`config.mk`:
```
export PLATFORM = sky130hd
export DESIGN_NAME = fetch_unit_flat
export DESIGN_NICKNAME = d
export VERILOG_FILES = /design/src/rtl/fetch_unit_if.sv /design/src/rtl/fetch_unit.sv /design/src/flat_wrapper.sv
export SDC_FILE = /design/constraint.sdc
export NUM_CORES = 1
export LEC_CHECK = 0
export ABC_CLOCK_PERIOD_IN_PS = 3800
export BUFFER_PORTS_ARGS = -buffer_cell sky130_fd_sc_hd__buf_2
export CORE_MARGIN = 5
export CORE_UTILIZATION = 50
export CTS_BUF_LIST = sky130_fd_sc_hd__clkbuf_8
export CTS_CLUSTER_SIZE = 24
export DETAILED_ROUTE_END_ITERATION = 6
export PLACE_DENSITY = 0.8
export SLEW_MARGIN = 25
export SYNTH_ARGS = -nofsm -noshare
export SYNTH_HDL_FRONTEND = slang
export SYNTH_SLANG_ARGS = --single-unit
```
`constraint.sdc`:
```
create_clock -name clk -period 3.8 [get_ports clk]
set_input_delay 0.57 -clock clk [delete_from_list [all_inputs] [get_ports clk]]
set_output_delay 0.57 -clock clk [all_outputs]
set_load 0.02 [all_outputs]
```
`src/rtl/fetch_unit_if.sv`:
```
// Instruction-memory request/ready handshake between the fetch unit and imem.
interface fetch_unit_if;
  logic        imem_req;
  logic [31:0] imem_addr;
  logic        imem_ready;
  logic [31:0] imem_rdata;

  modport master (output imem_req, output imem_addr, input imem_ready, input imem_rdata);
  modport slave  (input imem_req, input imem_addr, output imem_ready, output imem_rdata);
endinterface

```
`src/rtl/fetch_unit.sv`:
```
// RV32I fetch/PC sequencer: one outstanding imem request, a registered decode
// slot, a one-entry hold buffer for back-pressure, and execute-stage redirects.
module fetch_unit #(
  parameter logic [31:0] RESET_PC = 32'h0000_0000,
  parameter logic [31:0] NOP      = 32'h0000_0013
) (
  input  logic         clk,
  input  logic         reset,
  input  logic         doBranch,
  input  logic [31:0]  brTarget,
  input  logic         id_stall,
  fetch_unit_if.master imem,
  output logic         if_valid,
  output logic [31:0]  if_instr,
  output logic [31:0]  if_pc,
  output logic [31:0]  if_pc4,
  output logic         misalign
);
  typedef enum logic [1:0] {IDLE, REQ, HOLD} fetchState_t;

  fetchState_t state, stateNext;
  logic [31:0] pc, pcNext, reqAddr, tgtAligned;
  logic        reqOut, beat, waiting, accept, slotFree, loadMem, loadHold;
  logic        drop, misalignR;
  logic        vld_p1;
  logic [31:0] instr_p1, pc_p1, holdInstr, holdPc;

  assign tgtAligned = brTarget & ~32'h0000_0003;
  assign slotFree   = !vld_p1 || !id_stall;

  always_ff @(posedge clk) begin
    if (reset) state <= IDLE;
    else       state <= stateNext;
  end

  always_comb begin
    stateNext = state;
    reqOut    = 1'b0;
    beat      = 1'b0;
    waiting   = 1'b0;
    case (state)
      IDLE: stateNext = REQ;
      REQ: begin
        reqOut  = 1'b1;
        beat    = imem.imem_ready;
        waiting = !imem.imem_ready;
        if (beat && !drop && !doBranch && !slotFree) stateNext = HOLD;
      end
      HOLD: if (!id_stall || doBranch) stateNext = REQ;
      default: stateNext = IDLE;
    endcase
    // A response is only kept if nothing (redirect or pending drop) kills it.
    accept   = beat && !drop && !doBranch;
    loadMem  = accept && slotFree;
    loadHold = (state == HOLD) && !id_stall && !doBranch;
    pcNext   = pc;
    if (doBranch)    pcNext = tgtAligned;
    else if (accept) pcNext = pc + 32'd4;
  end

  // Control state and the address/PC of the decode slot
  always_ff @(posedge clk) begin
    if (reset) begin
      pc        <= RESET_PC;
      reqAddr   <= RESET_PC;
      vld_p1    <= 1'b0;
      pc_p1     <= 32'h0;
      misalignR <= 1'b0;
      drop      <= 1'b0;
    end else begin
      pc        <= pcNext;
      misalignR <= doBranch & brTarget[1];
      // The presented address is frozen while a request waits, even across a redirect.
      if (!waiting) reqAddr <= pcNext;
      if (doBranch)  drop <= waiting;
      else if (beat) drop <= 1'b0;
      if (doBranch)                 vld_p1 <= 1'b0;
      else if (loadMem || loadHold) vld_p1 <= 1'b1;
      else if (!id_stall)           vld_p1 <= 1'b0;
      if (loadMem)       pc_p1 <= reqAddr;
      else if (loadHold) pc_p1 <= holdPc;
    end
  end

  always_ff @(posedge clk) begin
    if (loadMem)       instr_p1 <= imem.imem_rdata;
    else if (loadHold) instr_p1 <= holdInstr;
    if (accept && !slotFree) begin
      holdInstr <= imem.imem_rdata;
      holdPc    <= reqAddr;
    end
  end

  assign imem.imem_req  = reqOut;
  assign imem.imem_addr = reqAddr;
  assign if_valid       = vld_p1;
  assign if_instr       = vld_p1 ? instr_p1 : NOP;
  assign if_pc          = pc_p1;
  assign if_pc4         = pc_p1 + 32'd4;
  assign misalign       = misalignR;
endmodule
```
`src/flat_wrapper.sv`:
```
// flat-port wrapper written by rule: the top's interface ports become plain ports
module fetch_unit_flat 
#(
  parameter logic [31:0] RESET_PC = 32'h0000_0000,
  parameter logic [31:0] NOP      = 32'h0000_0013
)
  (clk, reset, doBranch, brTarget, id_stall, if_valid, if_instr, if_pc, if_pc4, misalign, imem_imem_req, imem_imem_addr, imem_imem_ready, imem_imem_rdata);
  fetch_unit_if imem_i ();
  input  logic clk;
  input  logic reset;
  input  logic doBranch;
  input  logic [31:0] brTarget;
  input  logic id_stall;
  output logic if_valid;
  output logic [31:0] if_instr;
  output logic [31:0] if_pc;
  output logic [31:0] if_pc4;
  output logic misalign;
  output wire logic [$bits(imem_i.imem_req)-1:0] imem_imem_req;
  output wire logic [$bits(imem_i.imem_addr)-1:0] imem_imem_addr;
  input wire logic [$bits(imem_i.imem_ready)-1:0] imem_imem_ready;
  input wire logic [$bits(imem_i.imem_rdata)-1:0] imem_imem_rdata;
  assign imem_imem_req = imem_i.imem_req;
  assign imem_imem_addr = imem_i.imem_addr;
  assign imem_i.imem_ready = imem_imem_ready;
  assign imem_i.imem_rdata = imem_imem_rdata;
  fetch_unit #(.RESET_PC(RESET_PC), .NOP(NOP)) u_core (.clk(clk), .reset(reset), .doBranch(doBranch), .brTarget(brTarget), .id_stall(id_stall), .imem(imem_i), .if_valid(if_valid), .if_instr(if_instr), .if_pc(if_pc), .if_pc4(if_pc4), .misalign(misalign));
endmodule
```
==> metrics.csv, run 1 <==
stage;metric;value;unit
logic_synthesis;syn-num-nets;855;
drt;ant_nets;0;
logic_synthesis;synthCells;784;
logic_synthesis;synth_area_leaders;edfxtp_1 (33%), dfxtp_1 (23%), mux2_2 (4.4%), mux2i_1 (3.7%), nor2_1 (3.6%);
floorplan;num_io_pins;200;
power_and_ir_drop;clkPwrFrac;31.1;%
logic_synthesis;syn_avg_cell_area;11.2;um^2
drt;detail_route.iter0.violations;514;
finish;areaGrowthSynthToFinish;17.4;%
sta;rsz0062_at_grt;no;
logic_synthesis;ys_ff_latch;197;
clock_tree;cts-buffers-inserted;17;
finish;final_util;59.7;%
sta;clock_skew;0.0146;ns
place;hpwl;15.0;mm
status;status;completed;
sta;finalCritPeriodShare;86.0;%
global_route;gr-total-overflow;0;
floorplan;rows;48;
drt;wl;21.5;mm
sta;finalHoldViolCount;0;
sta;fmax;0.306;GHz
logic_synthesis;yosysTopAreaCell;edfxtp_1;
logic_synthesis;synthArstFlopShare;0;%
clock_tree;cts_resized;0;
finish;layout-drive-gt1-share;30.8;%
logic_synthesis;synth_top_cell_area_share;32.9;%
floorplan;die_h;142;um
clock_tree;cts.sinks;197;
power_and_ir_drop;vdd_ir_drop_max;0.199;mV
logic_synthesis;yosysMostFrequentCell;dfxtp_1;
power_and_ir_drop;pwr-share-comb;10.7;%
sta;finalCriticalPeriod;3.27;ns
global_route;antenna_found_initial;0;
power_and_ir_drop;leakagePower;0.00407;uW
finish;diodes;0;
clock_tree;cts-root-buf;clkbuf_8;
floorplan;coreArea;17200;um^2
drt;vias;6690;
global_route;grt_max_degree;86;
global_route;grt_pass1_wl;33.7;mm
clock_tree;cts_tree;yes;
drt;via_per_inst;5.58;
power_and_ir_drop;p_sw;1130;uW
floorplan;die_w;142;um
setup_path;cp-start-kind;flop;
setup_path;required;3.23;ns
power_and_ir_drop;p_int;2970;uW
clock_tree;clk_path_buf_depth;2;
drt;wl_per_cell;17.9;um
sta;worst_slack;0.534;ns
setup_path;crit_path_end_kind;output port;
place;numPortBuffers;198;
floorplan;die_area;20300;um^2
sta;worstMarginPinSlew;0.908;ns
sta;drv_slew;0;
power_and_ir_drop;pwr-share-seq;58.2;%
logic_synthesis;ys.warnings.count;0;
logic_synthesis;ys_types;64;
place;placed_cell_area;9910;um^2
floorplan;initial_core_util;50.8;%
logic_synthesis;synth_area;8760;um^2
setup_path;crit_fanout;6;
global_route;track_usage;20.9;%
finish;nets;1031;
clock_tree;clk_pin_slew_worst_paths;0.11;ns
place;place_ws;1.00;ns
power_and_ir_drop;p_per_area;398;nW/um^2
power_and_ir_drop;total_power;4100;uW
logic_synthesis;ys.flop_type;dfxtp_1;
clock_tree;holdBufCountCts;0;
logic_synthesis;synth-edff-count;96;
global_route;grt_pass1_vias;6319;
worst_hold_path;holdCritPathClass;in2reg;
place;gp_congestion;0.886;
setup_path;arrival;2.70;ns
flow_run;cap_violations;0;
sta;relSlewSlack;39.4;%
sta;tns;0;ns
finish;design_area;10300;um^2
clock_tree;htree_levels;4;
setup_path;path_class;reg2out;
sta;report.final.setup_viol;0;
power_and_ir_drop;sw_frac_of_total;27.4;%
clock_tree;clk_latency;0.47;ns
drt;dr.pass1.iters;5;
drt;drc;0;
clock_tree;cts_setup_buffers;0;
logic_synthesis;ys_top_cells_by_count;dfxtp_1 (101), edfxtp_1 (96), nor2_1 (85);
logic_synthesis;yosysSeqAreaShare;56.0;%
## critical path, cell delays in order (launching register included)
cell and delay [ns]:
dfxtp_1 0.40, ha_1 0.23, inv_1 0.09, or4_1 0.65, or2_2 0.36, nor3_2 0.14
xnor2_1 0.16, buf_2 0.20
## power by group through the flow
stage / sequential [uW] / combinational [uW] / clock (uW)
after global routing: 2400 / 476 / 1390
after global placement: 2430 / 429 / 0
after CTS: 2380 / 440 / 1310
after floorplan: 2460 / 229 / 0
after detailed placement: 2430 / 438 / 0
final: 2390 / 437 / 1280
## cell type report
type / instances / area, um^2
Fill cell: 1443 / 6940
Sequential cell: 197 / 4900
Multi-Input combinational cell: 521 / 3590
Timing Repair Buffer: 209 / 1090
Tap cell: 225 / 282
Clock buffer: 19 / 262
Clock inverter: 13 / 116
Inverter: 14 / 52.6
## registers in the layout, indices dropped and copies added, names as in the netlist, 2 cells and up
signal                 flops
u_core.holdInstr          32
u_core.holdPc             32
u_core.if_pc              32
u_core.imem.imem_addr     32
u_core.instr_p1           32
u_core.pc                 32
u_core.state               2
## through the flow
| stage | cells | hold WS, ns |
|---|---|---|
| finish | 1198 | 0.281 |
| global route | 1198 | 0.246 |
| CTS | 1198 | 0.254 |
| detailed placement | 1166 | 0.470 |
| global placement | 1166 | 0.469 |
| floorplan | 784 | 0.462 |
## cells in the final DEF, fill, tap and decap left out, types with 10 or more instances in the layout
master | netlist | layout
buf_2 | 6 | 198
dfxtp_1 | 101 | 101
edfxtp_1 | 96 | 96
nor2_1 | 85 | 85
nand3_1 | 42 | 42
a211oi_1 | 37 | 37
mux2_2 | 34 | 34
and2_1 | 33 | 33
mux2i_1 | 32 | 32
nor3_1 | 28 | 28
nand2_1 | 27 | 26
xnor2_1 | 20 | 20
clkbuf_8 | 0 | 19
xor2_1 | 16 | 16
nand4_1 | 15 | 15
a21oi_1 | 14 | 14
inv_1 | 14 | 13
and3_1 | 13 | 13
nand2b_1 | 11 | 11
o21ai_0 | 11 | 11
buf_4 | 2 | 10
## routing by layer
layer  wire, um  global-route usage [%]  up-vias
li1           -                       -     3264
met1       9660                    28.9     3178
met2      10200                    33.6      217
met3       1130                    3.09       31
met4        487                    7.85        0
met5          0                       0        -
## kinds of logic (layout without fill, tap and decap cells)
group / after synthesis / in the layout / share of synthesized area, %
simple gates: 302 / 302 / 18.8
flops: 197 / 197 / 56.0
compound gates: 115 / 115 / 10.1
mux: 66 / 66 / 8.02
buf+inv: 66 / 255 / 3.27
xor+xnor: 36 / 36 / 3.60
fa+ha+maj: 2 / 2 / 0.285
## final timing paths
check | from | to | cells after the start | slack, ns
max reg2reg | u_core.state[0]$_SDFFE_PP0P_ | u_core.imem.imem_addr[20]$_SDFFE_PP0N_ | 5 | 1.41
min | imem_imem_rdata[15] | u_core.holdInstr[15]$_DFFE_PP_ | 1 | 0.28
min reg2reg | u_core.imem.imem_addr[0]$_SDFFE_PP0N_ | u_core.holdPc[0]$_DFFE_PP_ | 0 | 0.49
max | u_core.if_pc[3]$_SDFFE_PP0P_ | if_pc4[30] | 7 | 0.53
No activity file was read; power rests on OpenSTA's default activity.
==> inputs of run 2 (changes only) <==
--- a/config.mk
+++ b/config.mk
@@ -12,6 +12,7 @@
 export CTS_BUF_LIST = sky130_fd_sc_hd__clkbuf_8
 export CTS_CLUSTER_SIZE = 24
 export DETAILED_ROUTE_END_ITERATION = 6
+export GPL_TIMING_DRIVEN = 0
 export PLACE_DENSITY = 0.8
 export SLEW_MARGIN = 25
 export SYNTH_ARGS = -nofsm -noshare
==> run 2 against run 1 <==
Non-clock buffer count is 41 higher. Via count is 6.2% higher. Flip-flop and latch count stayed put. Design area is 1.8% higher. Count of clock-buffer cells in the layout is 2 lower. First-iteration DRC count is 28% higher. Sequential share of layout area is 0.84 points lower. Critical path type unchanged. Critical endpoint is now if_pc4[31].
==> metrics.csv, run 2 (synthesis results as in run 1) <==
stage;metric;value;unit;change
floorplan;initial_core_util;50.8;%;unchanged
global_route;gr-total-overflow;0;;unchanged
sta;worst_slack;0.290;ns;was 0.534 ns
power_and_ir_drop;p_per_area;407;nW/um^2;was 398 nW/um^2
setup_path;reg2reg_depth;6;;was 5
status;status;completed;;unchanged
setup_path;ff2ff_setup_slack;0.65;ns;was 1.41 ns
clock_tree;cts.sinks;197;;unchanged
sta;rsz0062_at_grt;no;;unchanged
setup_path;r2r-end;u_core.instr_p1[2]$_DFFE_PP_;;was u_core.imem.imem_addr[20]$_SDFFE_PP0N_
finish;final_common_cell;buf_2;;unchanged
sta;report.final.setup_viol;0;;unchanged
setup_path;arrival;2.94;ns;was 2.70 ns
floorplan;die_w;142;um;unchanged
floorplan;coreArea;17200;um^2;unchanged
clock_tree;cts-buffers-inserted;17;;unchanged
sta;finalCriticalPeriod;3.51;ns;was 3.27 ns
global_route;grt_pass1_wl;37.3;mm;was 33.7 mm
setup_path;cp-start-kind;flop;;unchanged
clock_tree;cts_setup_buffers;0;;unchanged
global_route;grt_max_degree;47;;was 86
drt;detail_route.iter0.violations;658;;was 514
sta;relSlewSlack;47.1;%;was 39.4%
finish;layout-drive-gt1-share;29.3;%;was 30.8%
clock_tree;htree_levels;4;;unchanged
power_and_ir_drop;leakagePower;0.00415;uW;was 0.00407 uW
setup_path;required;3.23;ns;about the same
clock_tree;cts_tree;yes;;unchanged
sta;clock_skew;0.0110;ns;was 0.0146 ns
drt;vias;7104;;was 6,690
clock_tree;clk_path_buf_depth;2;;unchanged
power_and_ir_drop;vdd_ir_drop_max;0.235;mV;was 0.199 mV
finish;areaGrowthSynthToFinish;19.5;%;was 17.4%
finish;diodes;0;;unchanged
sta;tns;0;ns;unchanged
sta;finalCritPeriodShare;92.4;%;was 86.0%
floorplan;die_h;142;um;unchanged
floorplan;num_io_pins;200;;unchanged
place;hpwl;17.9;mm;was 15.0 mm
finish;nets;1072;;was 1,031
floorplan;die_area;20300;um^2;unchanged
flow_run;cap_violations;0;;unchanged
sta;drv_slew;0;;unchanged
clock_tree;clk_pin_slew_worst_paths;0.10;ns;was 0.11 ns
finish;layout_common_cells;buf_2 (203), dfxtp_1 (101), edfxtp_1 (96), nor2_1 (85), nand3_1 (42);;was buf_2 (198), dfxtp_1 (101), edfxtp_1 (96), nor2_1 (85), nand3_1 (42)
setup_path;crit_path_end_kind;output port;;unchanged
clock_tree;clk_latency;0.48;ns;was 0.47 ns
place;place_ws;0.361;ns;was 1.00 ns
setup_path;critPathLaunch;u_core.if_pc[4]$_SDFFE_PP0P_;;was u_core.if_pc[3]$_SDFFE_PP0P_
sta;fmax;0.285;GHz;was 0.306 GHz
sta;worstMarginPinSlew;0.791;ns;was 0.908 ns
drt;wl_per_cell;19.4;um;was 17.9 um
global_route;grt_pass1_vias;6973;;was 6,319
place;numPortBuffers;197;;was 198
drt;dr.pass1.iters;5;;unchanged
clock_tree;holdBufCountCts;0;;unchanged
place;gp_congestion;0.918;;was 0.886
drt;drc;0;;unchanged
worst_hold_path;holdCritPathClass;in2reg;;unchanged
drt;via_per_inst;5.73;;was 5.58
setup_path;path_class;reg2out;;unchanged
sta;finalHoldViolCount;0;;unchanged
floorplan;rows;48;;unchanged
setup_path;crit_fanout;7;;was 6
clock_tree;cts_resized;0;;unchanged
clock_tree;cts-root-buf;clkbuf_8;;unchanged
global_route;track_usage;23.5;%;was 20.9%
setup_path;critPathCapture;if_pc4[31];;was if_pc4[30]
global_route;antenna_found_initial;1;;was 0
drt;ant_nets;0;;unchanged
setup_path;rr_startpoint;u_core.drop$_SDFFE_PP0P_;;was u_core.state[0]$_SDFFE_PP0P_
drt;wl;24.0;mm;was 21.5 mm
-- run 2: changes by cell type in the layout (fill, tap and decap cells not counted), sizes merged --
cell      delta
clkbuf      +34
clkinvlp     -1
buf          +5
bufinv       +3
-- run 2: critical path: stages (launching register included) --
cell	delay, ns
dfxtp_1	0.50
nand4_2	0.20
nor4_2	0.66
nand4b_1	0.33
nor3_1	0.40
xor2_1	0.19
buf_2	0.18
-- run 2: stage by stage --
step | std cells | power, uW | util, % | hold slack (ns) | area, um^2
after floorplan | 784 | 2690 | - | 0.462 | 8760
after global placement | 1206 | 2880 | 58.2 | 0.462 | 10000
after detailed placement | 1207 | 2890 | 58.4 | 0.470 | 10100
after CTS | 1239 | 4260 | 60.8 | 0.251 | 10500
after global routing | 1239 | 4410 | 60.8 | 0.255 | 10500
final | 1239 | 4260 | 60.8 | 0.275 | 10500
-- run 2: worst min path at each step --
| stage | cells past startpoint | from | slack (ns) | endpoint |
|---|---|---|---|---|
| 5_1_grt | 1 | imem_imem_rdata[7] | 0.25 | u_core.holdInstr[7]$_DFFE_PP_ |
| 3_3_place_gp | 0 | u_core.imem.imem_addr[30]$_SDFFE_PP0N_ | 0.46 | u_core.holdPc[30]$_DFFE_PP_ |
| 4_1_cts | 1 | imem_imem_rdata[24] | 0.25 | u_core.holdInstr[24]$_DFFE_PP_ |
| 2_1_floorplan | 1 | u_core.pc[0]$_SDFF_PP0_ | 0.46 | u_core.pc[0]$_SDFF_PP0_ |
| 3_5_place_dp | 0 | u_core.imem.imem_addr[30]$_SDFFE_PP0N_ | 0.47 | u_core.holdPc[30]$_DFFE_PP_ |
| 6_report | 1 | imem_imem_rdata[25] | 0.27 | u_core.holdInstr[25]$_DFFE_PP_ |
-- run 2: routing by layer --
metal / up-vias / wire length, um / track usage [%]
li1: 3332 / - / -
met1: 3416 / 9780 / 30.1
met2: 299 / 11600 / 39.1
met3: 55 / 1890 / 5.61
met4: 2 / 713 / 8.60
met5: - / 13 / 0
-- run 2: area by class of cell --
cell class / instances / area, um^2
Buffer: 52 / 234
Clock buffer: 17 / 234
Clock inverter: 15 / 179
Fill cell: 1436 / 6760
Inverter: 14 / 55.1
Multi-Input combinational cell: 521 / 3580
Sequential cell: 197 / 4900
Tap cell: 225 / 282
Timing Repair Buffer: 198 / 1010
-- run 2: power breakdown --
group | switching, uW | leakage [uW] | internal [uW]
logic | 289 | 0.00224 | 170
clock network | 757 | 0.000211 | 657
registers | 89.0 | 0.00169 | 2300
==> inputs of run 3 (changes only) <==
==> constraint.sdc (replaced) <==
create_clock -name clk -period 3.8 [get_ports clk]
set_input_delay 0.19 -clock clk [delete_from_list [all_inputs] [get_ports clk]]
set_output_delay 0.19 -clock clk [all_outputs]
set_load 0.02 [all_outputs]
==> run 3 against run 2 <==
Clock power is essentially flat. Sequential share of layout area down 1.6 points. Design area rose by 3.5%. Register-to-register slack barely moved. Count of clock-buffer cells in the layout is the same. Non-clock buffer count up 37. Worst setup slack improved by 0.36 ns. Flip-flop and latch count unchanged. Via count increased by 2.6%. Combinational power increased by 7.0%. Largest power group unchanged.
==> metrics.csv, run 3 (synthesis results as in run 1) <==
stage;metric;value;unit;change
global_route;gr-total-overflow;0;;unchanged
drt;drc;0;;unchanged
floorplan;die_h;142;um;unchanged
worst_hold_path;holdCritPathClass;in2reg;;unchanged
place;numPortBuffers;197;;unchanged
setup_path;reg2reg_depth;6;;unchanged
drt;vias;7290;;was 7,104
setup_path;cp_slowest_stage_delay;0.66;ns;about the same
sta;report.final.setup_viol;0;;unchanged
drt;ant_nets;0;;unchanged
setup_path;cp-start-kind;flop;;unchanged
place;hpwl;17.9;mm;unchanged
floorplan;die_area;20300;um^2;unchanged
finish;nets;1109;;was 1,072
setup_path;rr_startpoint;u_core.drop$_SDFFE_PP0P_;;unchanged
worst_hold_path;worstHoldPathCells;3;;was 1
drt;wl;24.7;mm;was 24.0 mm
drt;wl_per_cell;19.3;um;was 19.4 um
clock_tree;htree_levels;4;;unchanged
finish;layout-drive-gt1-share;28.3;%;was 29.3%
drt;detail_route.iter0.violations;688;;was 658
power_and_ir_drop;p_per_area;396;nW/um^2;was 407 nW/um^2
drt;dr.pass1.iters;5;;unchanged
global_route;grt_pass1_vias;7156;;was 6,973
clock_tree;clk_pin_slew_worst_paths;0.11;ns;was 0.10 ns
finish;diodes;0;;unchanged
finish;fill_cells;1384;;was 1,436
worst_hold_path;hold_path_startpoint;brTarget[24];;was imem_imem_rdata[25]
clock_tree;clk_latency;0.49;ns;was 0.48 ns
sta;finalCriticalPeriod;3.15;ns;was 3.51 ns
finish;areaGrowthSynthToFinish;23.8;%;was 19.5%
setup_path;arrival;2.96;ns;was 2.94 ns
global_route;track_usage;24.0;%;was 23.5%
floorplan;initial_core_util;50.8;%;unchanged
clock_tree;cts-buffers-inserted;17;;unchanged
finish;layout_common_cells;buf_2 (203), dfxtp_1 (101), edfxtp_1 (96), nor2_1 (85), nand3_1 (42);;unchanged
setup_path;r2r-end;u_core.instr_p1[2]$_DFFE_PP_;;unchanged
global_route;grt_max_degree;47;;unchanged
sta;drv_slew;0;;unchanged
worst_hold_path;hold_end;u_core.pc[24]$_SDFF_PP0_;;was u_core.holdInstr[25]$_DFFE_PP_
setup_path;path_class;reg2out;;unchanged
setup_path;crit_chain;nand4_2 > nor4_2 > nand4b_1 > nor3_1 > xor2_1 > buf_2;;unchanged
clock_tree;holdBufCountCts;37;;was 0
global_route;antenna_found_initial;1;;unchanged
status;status;completed;;unchanged
drt;via_per_inst;5.71;;was 5.73
sta;fmax;0.318;GHz;was 0.285 GHz
power_and_ir_drop;leakagePower;0.00430;uW;was 0.00415 uW
finish;final_common_cell;buf_2;;unchanged
setup_path;ff2ff_setup_slack;0.66;ns;was 0.65 ns
clock_tree;cts_tree;yes;;unchanged
clock_tree;clk_path_buf_depth;2;;unchanged
setup_path;crit_fanout;7;;unchanged
place;gp_congestion;0.918;;unchanged
sta;tns;0;ns;unchanged
floorplan;rows;48;;unchanged
power_and_ir_drop;vdd_ir_drop_max;0.238;mV;was 0.235 mV
clock_tree;cts_resized;0;;unchanged
floorplan;die_w;142;um;unchanged
setup_path;crit_path_end_kind;output port;;unchanged
clock_tree;cts.sinks;197;;unchanged
sta;relSlewSlack;47.2;%;was 47.1%
drt;highest_layer;met5;;unchanged
sta;finalHoldViolCount;0;;unchanged
floorplan;coreArea;17200;um^2;unchanged
sta;rsz0062_at_grt;no;;unchanged
sta;worstMarginPinSlew;0.788;ns;was 0.791 ns
drt;met3_length;1.99;mm;was 1.89 mm
flow_run;cap_violations;0;;unchanged
setup_path;critical-path-slowest-cell;nor4_2;;unchanged
drt;route.met2.wl;11.9;mm;was 11.6 mm
setup_path;required;3.61;ns;was 3.23 ns
drt;wl_met1;9.89;mm;was 9.78 mm
power_and_ir_drop;total_power;4300;uW;was 4260 uW
global_route;grt_pass1_wl;38.1;mm;was 37.3 mm
sta;finalCritPeriodShare;82.8;%;was 92.4%
clock_tree;cts_setup_buffers;0;;unchanged
sta;clock_skew;0.0167;ns;was 0.0110 ns
clock_tree;cts-root-buf;clkbuf_8;;unchanged
floorplan;num_io_pins;200;;unchanged
==> run 3: where the power goes <==
| part | internal, uW | switching [uW] |
|---|---|---|
| sequential | 2300 | 88.9 |
| combinational | 195 | 296 |
| clock | 657 | 761 |
| total | 3150 | 1150 |
==> run 3: critical path: cells and delay by family (launching register included) <==
family	cells	cell delay (ns)
buffers and inverters	1	0.18
xor gates and xnor gates	1	0.18
DFF	1	0.51
and+or+nand+nor	4	1.59
==> run 3: area by class of cell <==
class,count,area [um^2],share of cell area (%)
timing repair buffer,235,1380,12.8
multi-input combinational,521,3580,33.0
inverter,14,55.1,0.507
clock buffer,17,234,2.16
sequential,197,4900,45.2
clock inverter,15,179,1.65
buffer,52,234,2.16
tap,225,282,2.60
==> run 3: per-layer routing <==
layer  GRT usage [%]  up-vias
li1                -     3403
met1            30.4     3484
met2            39.6      337
met3            5.65       64
met4            10.3        2
met5               0        -
==> run 3: how the worst max path moves through the flow <==
stage                                      start                            end  slack (ns)
floorplan           u_core.if_valid$_SDFFE_PP0P_  u_core.holdInstr[0]$_DFFE_PP_        1.23
global placement    u_core.state[1]$_SDFFE_PP0P_  u_core.instr_p1[10]$_DFFE_PP_        0.26
detailed placement  u_core.state[1]$_SDFFE_PP0P_  u_core.instr_p1[10]$_DFFE_PP_        0.69
CTS                 u_core.if_pc[4]$_SDFFE_PP0P_                     if_pc4[31]        0.59
global route        u_core.if_pc[4]$_SDFFE_PP0P_                     if_pc4[31]        0.42
finish              u_core.if_pc[4]$_SDFFE_PP0P_                     if_pc4[31]        0.65
==> run 3: per-stage QoR <==
stage	instances	cell area [um^2]	utilization [%]	setup slack, ns	hold slack (ns)
final	1276	10800	62.9	0.652	0.0000562
after detailed placement	1207	10100	58.4	0.685	0.383
after floorplan	784	8760	-	1.23	0.289
after global placement	1206	10000	58.2	0.261	0.382
after global routing	1276	10800	62.9	0.416	0.0278
after CTS	1276	10800	62.9	0.586	0.000774
